**config.mk**
```make
export PLATFORM = sky130hd
export DESIGN_NAME = mux_nto1_reg
export DESIGN_NICKNAME = d
export VERILOG_FILES = /design/src/rtl/mux_nto1_reg.sv
export SDC_FILE = /design/constraint.sdc
export NUM_CORES = 1
export LEC_CHECK = 0
export CORE_MARGIN = 2
export CORE_UTILIZATION = 39
export DETAILED_ROUTE_END_ITERATION = 8
export PLACE_DENSITY_LB_ADDON = 0.25
export SLEW_MARGIN = 25
export SYNTH_ARGS = -nofsm -noshare
export SYNTH_HDL_FRONTEND = slang
export SYNTH_SLANG_ARGS = --single-unit
```
**constraint.sdc**
```tcl
create_clock -name clk -period 3.5 [get_ports clk]
set_clock_uncertainty 0.15 [all_clocks]
set_input_delay 0.35 -clock clk [delete_from_list [all_inputs] [get_ports clk]]
set_output_delay 0.35 -clock clk [all_outputs]
set_load 0.03 [all_outputs]
```
**src/rtl/mux_nto1_reg.sv**
```systemverilog
// mux_nto1_reg: N-to-1 channel multiplexer with a one-entry registered output.
//
// Optional feature macro: MUX_SCAN_EN
//    defined   : mode=1 selects auto-scan, where an internal counter walks the
//                channels 0..N_CH-1 and captures one per free output slot.
//    undefined : direct select only; the mode port is present but ignored.
//
// Ports
//    clk        rising-edge clock
//    rst_n      asynchronous active-low reset
//    in_data    N_CH packed channels of W bits; channel k at [k*W +: W]
//    sel        requested channel (direct mode)
//    sel_valid  sel is valid this cycle
//    sel_ready  a select is accepted this cycle (low during reset and in scan)
//    mode       0 = direct, 1 = auto-scan (only with MUX_SCAN_EN)
//    out_data   captured channel data (zero for an out-of-range select)
//    out_ch     channel index that produced out_data
//    out_err    captured select was >= N_CH
//    out_valid  output register holds a result
//    out_ready  downstream consumes the result this cycle
module mux_nto1_reg #(
   parameter int unsigned N_CH = 32,
   parameter int unsigned W    = 1,
   localparam int unsigned SEL_W = $clog2(N_CH)
) (
   input  logic                clk,
   input  logic                rst_n,
   input  logic [N_CH*W-1:0]   in_data,
   input  logic [SEL_W-1:0]    sel,
   input  logic                sel_valid,
   output logic                sel_ready,
   input  logic                mode,
   output logic [W-1:0]        out_data,
   output logic [SEL_W-1:0]    out_ch,
   output logic                out_err,
   output logic                out_valid,
   input  logic                out_ready
);

   logic             slot_free;
   logic             cap;
   logic [SEL_W-1:0] cap_ch;
   logic [W-1:0]     cap_data;
   logic             cap_err;

   assign slot_free = !out_valid || out_ready;

`ifdef MUX_SCAN_EN
   localparam logic [SEL_W-1:0] LAST_CH = SEL_W'(N_CH - 1);

   logic             mode_q;
   logic [SEL_W-1:0] scan_cnt;
   logic             scan_start;
   logic [SEL_W-1:0] scan_ch;

   // A 0->1 mode edge forces channel 0 even if the counter holds a stale value
   // from an earlier scan period.
   assign scan_start = mode && !mode_q;
   assign scan_ch    = scan_start ? '0 : scan_cnt;

   always_comb begin
      if (mode) begin
         sel_ready = 1'b0;
         cap       = rst_n && slot_free;
         cap_ch    = scan_ch;
      end else begin
         sel_ready = rst_n && slot_free;
         cap       = sel_valid && sel_ready;
         cap_ch    = sel;
      end
   end

   always_ff @(posedge clk or negedge rst_n) begin
      if (!rst_n) begin
         mode_q   <= 1'b0;
         scan_cnt <= '0;
      end else begin
         mode_q <= mode;
         if (mode && cap)
            scan_cnt <= (scan_ch == LAST_CH) ? '0 : scan_ch + SEL_W'(1);
         else if (scan_start)
            scan_cnt <= '0;
      end
   end
`else
   logic unused_mode;
   assign unused_mode = mode;

   always_comb begin
      sel_ready = rst_n && slot_free;
      cap       = sel_valid && sel_ready;
      cap_ch    = sel;
   end
`endif

   // Compare-and-pick rather than a variable part-select so an out-of-range
   // index simply yields zero instead of reading past in_data.
   always_comb begin
      cap_data = '0;
      for (int unsigned k = 0; k < N_CH; k++) begin
         if (cap_ch == SEL_W'(k))
            cap_data = in_data[k*W +: W];
      end
   end

   assign cap_err = (32'(cap_ch) >= N_CH);

   always_ff @(posedge clk or negedge rst_n) begin
      if (!rst_n) begin
         out_valid <= 1'b0;
         out_data  <= '0;
         out_ch    <= '0;
         out_err   <= 1'b0;
      end else if (cap) begin
         out_valid <= 1'b1;
         out_data  <= cap_data;
         out_ch    <= cap_ch;
         out_err   <= cap_err;
      end else if (out_ready) begin
         out_valid <= 1'b0;
      end
   end

endmodule

```
==> results of run 1 <==
## state kept, by name, summed over array words and instances (netlist names)
register and flops:
out_ch 5, out_data 1, out_valid 1
## cells by family (layout without fill, tap and decap cells)
kind of cell,after synthesis,in the layout,synth area share [%]
compound gates,28,28,29.0
buf+inv,12,57,10.1
flops,7,7,21.5
mux,11,11,17.1
other cells,1,1,0.460
simple gates,33,33,21.8
## power by group through the flow
stage          combinational (uW)  sequential [uW]  clock, uW
2_1_floorplan                73.3              132          0
3_3_place_gp                  182              103          0
3_5_place_dp                  185              103          0
4_1_cts                       185              102       74.3
5_1_grt                       197              103       81.5
6_report                      183              101       72.9
## layout make-up
class	instances	area [sq um]	area share, %
Tap cell	27	33.8	2.60
Timing Repair Buffer	50	495	38.2
Multi-Input combinational cell	73	557	42.9
Sequential cell	7	175	13.5
Clock buffer	4	26.3	2.02
Inverter	3	11.3	0.867
## metrics by stage
step	total power (uW)	worst slack, ns	instance area (sq um)	hold slack, ns
after global placement	284	0.780	1270	0.324
after detailed placement	288	0.733	1270	0.334
final	358	0.992	1300	0.211
after CTS	361	0.988	1300	0.218
after floorplan	205	1.70	815	-0.0956
after global routing	382	0.842	1300	0.227
## per-layer routing
metal | share of wire, % | track usage (%)
met5 | 0 | 0
met4 | 1.0 | 6.94
met3 | 6.1 | 3.33
met2 | 49 | 30.9
met1 | 44 | 21.2
## cell usage after synthesis (2+ instances only)
cell type and number:
a211oi_1 2, a21o_1 2, a21oi_1 3, a22oi_1 2
buf_2 3, buf_4 3, buf_6 3, dfrtp_1 7
inv_1 3, mux2_2 4, mux2_4 2, mux2i_1 3
nand2_1 10, nand2b_1 5, nand3b_1 3, nor2_1 4
nor2b_1 6, o21ai_0 5, o22ai_1 2
## how the worst max path moves through the flow
stage                     depth (start not counted)   start  slack [ns]                   end
final                                             7  sel[1]        0.99  out_data$_DFFE_PN0P_
after floorplan                                   7  sel[0]        1.70  out_data$_DFFE_PN0P_
after detailed placement                          7  sel[1]        0.73  out_data$_DFFE_PN0P_
after global routing                              9  sel[0]        0.84  out_data$_DFFE_PN0P_
after global placement                            7  sel[1]        0.78  out_data$_DFFE_PN0P_
after CTS                                         7  sel[1]        0.99  out_data$_DFFE_PN0P_
==> impl_metrics.tcl, run 1 <==
set metrics [dict create \
    status "completed" \
    hpwl_mm 1.66 \
    arrival_ns 2.48 \
    start_util_pct 41.5 \
    fin_cells 164 \
    post_drt_wl_per_cell_um 12.3 \
    num_rows 16 \
    viasPerCell 5.23 \
    max_slew.worst_pin.slew_ns 0.727 \
    io_buffers 48 \
    nNetsFinal 180 \
    grt_pass1_wl_mm 3.44 \
    r2r_start "out_valid$_DFFE_PN0P_" \
    grt_antenna_before_repair 0 \
    cts_tree "yes" \
    p_sw_uw 119 \
    max_freq_mhz 399 \
    final_common_cell "clkdlybuf4s50_1" \
    clk_path_buf_depth 2 \
    overflow 0 \
    syn_area_per_cell_sq_um 8.85 \
    num_antenna_cells 0 \
    hold_viol_final 0 \
    max_stage_delay_ns 0.94 \
    p_comb_share_pct 51.3 \
    synth.yosys.seq_area_share_pct 21.5 \
    fillCellCount 186 \
    power_frac_seq_pct 28.3 \
    synth-main-ff-cell "dfrtp_1" \
    gp_congestion 0.740 \
    grt_start_max_net_pins 22 \
    h-tree-depth 1 \
    synth_area_leaders "dfrtp_1 (22%), mux2_2 (5.5%), nand2_1 (4.6%), nor2b_1 (4.6%), buf_6 (4.1%)" \
    cts_buffers 3 \
    dr.pass1.iters 4 \
    critPathCaptureType "register" \
    worstSetupPathType "primary input to register" \
    cp_max_fo 21 \
    setup_viol 0 \
    yosysUniqueCellTypes 39 \
    clk_pin_slew_ns 0.05 \
    min_period_ns 2.51 \
    p_int_uw 238 \
    power_density_nw_per_um2 276 \
    drv_slew 0 \
    leakage_uw 0.000506 \
    post_cts_buffers 0 \
    vias 858 \
    yosysTopAreaCell "dfrtp_1" \
    drc_errors 0 \
    final_cell_mix "clkdlybuf4s50_1 (48), nand2_1 (10), dfrtp_1 (7)" \
    fin_tns_setup_ns 0 \
    reg2reg_to "out_ch[3]$_DFFE_PN0P_" \
    cp_num_buf_inv 1 \
    rsz0062_at_grt "false" \
    area_growth_pct 59.4 \
    clockRootBuffer "clkbuf_4" \
    dp_cells 160 \
    track_usage_pct 17.7 \
    p_clk_share_pct 20.4 \
    drive_gt1_share_pct 12.4 \
    post-route-util_pct 66.2 \
    cp-start-kind "primary input" \
    slowest_stage "clkdlybuf4s50_1" \
    cts_resized 0 \
    synth_seq_cells 7 \
    worstPathCellList "clkdlybuf4s50_1 -> nand2b_1 -> o32ai_1 -> a211oi_1 -> o211ai_2 -> a221oi_2 -> o31ai_2" \
    yosysWarnings 0 \
    ir_drop_uv 159 \
    reg2reg_slack_ns 2.02 \
    cp_top_family "buffers and inverters" \
    wirelength_mm 2.02 \
    synth_top_area_share_pct 21.5 \
    synth_cells 92 \
    die_area_sq_um 2470 \
    ff2ff_path_depth 4 \
    drt_first_iter_violations 9 \
    ctsHoldBuffers 0 \
    synth_edf_count 0 \
    grt_pass1_vias 827 \
    clock-sinks 7 \
    cap_violations 0 \
    synth_fp_nets 134 \
    required_ns 3.47 \
    ant_nets 0 \
    die_h_um 49.7 \
    synth_area_sq_um 815 \
    hp-class "primary input to async pin" \
    slew_headroom_pct 51.4 \
    core-area_sq_um 1960 \
    ys_async_sr_fraction_pct 100 \
    io_pins 51 \
    switching_share_pct 33.4 \
    timing.final.crit_share_pct 71.7 \
    insertion_delay_ns 0.25 \
    dieWidth_um 49.7 \
]
(Power assumes the default switching activity.)
==> run 2, diff against run 1 <==
CORE_UTILIZATION = 33   (was 39)
clock period = 2.1 ns   (was 3.5 ns; I/O delays follow)
==> run 2 against run 1 <==
Count of clock-buffer cells in the layout is the same. Utilization shrank 6.6 points. Worst setup slack lost 0.93 ns. Sequential share of layout area shrank 1.3 points. Highest routed layer unchanged. Clock power grew 65%. Largest cell class is now buffers.
==> impl_metrics.tcl, run 2 (synthesis gave the netlist of run 1 again) <==
set metrics [dict create \
    status "completed" \
    drt_first_iter_violations 13 \
    num_rows 18 \
    core-area_sq_um 2410 \
    final_common_cell "clkdlybuf4s50_1" \
    required_ns 2.07 \
    fin_cells 185 \
    drc_errors 0 \
    io_pins 51 \
    start_util_pct 33.8 \
    die_area_sq_um 2880 \
    dp_cells 181 \
    insertion_delay_ns 0.25 \
    clk_path_buf_depth 2 \
    die_h_um 53.7 \
    wirelength_mm 2.27 \
    ant_nets 0 \
    area_growth_pct 76.2 \
    critPathCaptureType "register" \
    hold_viol_final 0 \
    leakage_uw 0.000594 \
    post-route-util_pct 59.6 \
    cts_tree "yes" \
    power_density_nw_per_um2 435 \
    ctsHoldBuffers 0 \
    drv_slew 0 \
    clk_pin_slew_ns 0.05 \
    arrival_ns 2.01 \
    clock-sinks 7 \
    vias 917 \
    largestRegisters "out_ch (5), out_data (1), out_valid (1)" \
    top_register "out_ch" \
    cts_buffers 3 \
    final_cell_mix "clkdlybuf4s50_1 (47), buf_4 (21), nand2_1 (10)" \
    cap_violations 0 \
    track_usage_pct 17.3 \
    max_slew.worst_pin.slew_ns 0.482 \
    grt_start_max_net_pins 11 \
    post_drt_wl_per_cell_um 12.3 \
    grt_pass1_vias 928 \
    grt_pass1_wl_mm 3.67 \
    grt_antenna_before_repair 0 \
    rsz0062_at_grt "false" \
    placed_cell_area_sq_um 1410 \
    setup_viol 0 \
    cp_max_fo 7 \
    viasPerCell 4.96 \
    slew_headroom_pct 67.0 \
    timing.final.crit_share_pct 97.2 \
    overflow 0 \
    h-tree-depth 1 \
    worstSetupPathType "primary input to register" \
    dieWidth_um 53.7 \
    hpwl_mm 1.97 \
    drive_gt1_share_pct 23.2 \
    ir_drop_uv 383 \
    clockRootBuffer "clkbuf_4" \
    cp-start-kind "primary input" \
    io_buffers 48 \
    largest_register_ff_count 5 \
    hp-class "primary input to async pin" \
    reg2reg_slack_ns 0.60 \
    fin_area_sq_um 1440 \
    max_freq_mhz 490 \
    post_cts_buffers 0 \
    cts_resized 0 \
    dr.pass1.iters 4 \
    num_antenna_cells 0 \
    nNetsFinal 198 \
    gp_congestion 0.748 \
    min_period_ns 2.04 \
]
run 2: area by class of cell:
class	instances	area, sq um
Multi-Input combinational cell	73	557
Inverter	3	11.3
Fill cell	233	975
Clock buffer	4	26.3
Tap cell	30	37.5
Timing Repair Buffer	68	628
Sequential cell	7	175
run 2: final timing paths:
| kind | cells after the start | end | start |
|---|---|---|---|
| setup reg to reg | 4 | out_ch[0]$_DFFE_PN0P_ | out_valid$_DFFE_PN0P_ |
| hold / removal | 2 | out_valid$_DFFE_PN0P_ | rst_n |
| hold reg to reg | 2 | out_ch[4]$_DFFE_PN0P_ | out_ch[4]$_DFFE_PN0P_ |
| setup / recovery | 8 | out_data$_DFFE_PN0P_ | sel[0] |
| max in group asynchronous | 2 | out_ch[0]$_DFFE_PN0P_ | rst_n |
| min in group clk | 2 | out_ch[4]$_DFFE_PN0P_ | out_ch[4]$_DFFE_PN0P_ |
run 2: worst max-delay path, stage by stage:
cell	delay, ns
clkdlybuf4s50_1	0.47
buf_4	0.17
mux2_4	0.32
o31ai_4	0.19
o221ai_2	0.14
o311a_1	0.14
a221oi_2	0.28
o31ai_2	0.09
run 2: metal layers:
metal	routed length [um]	vias up	global-route usage [%]
li1	-	465	-
met1	960	424	18.6
met2	1190	26	33.9
met3	98	2	2.78
met4	18	0	5.13
met5	0	-	0
run 2: per-stage QoR:
step	hold WS [ns]	setup WS [ns]	TNS, ns	power [uW]
final	0.109	0.0580	0	624
after global routing	0.125	0.00348	0	661
after CTS	0.113	0.0686	0	633
after detailed placement	0.333	-0.189	-0.189	509
after global placement	0.323	-0.151	-0.151	501
after floorplan	-0.236	0.346	0	342
run 2: power by group:
group	switching [uW]	internal, uW
sequential	12.7	159
clock	47.2	72.4
combinational	146	187
==> run 3, diff against run 2 <==
ABC_AREA = 0   (was default)
==> results of run 3 <==
No change in the layout: final DEF, timing and power equal those of run 2.
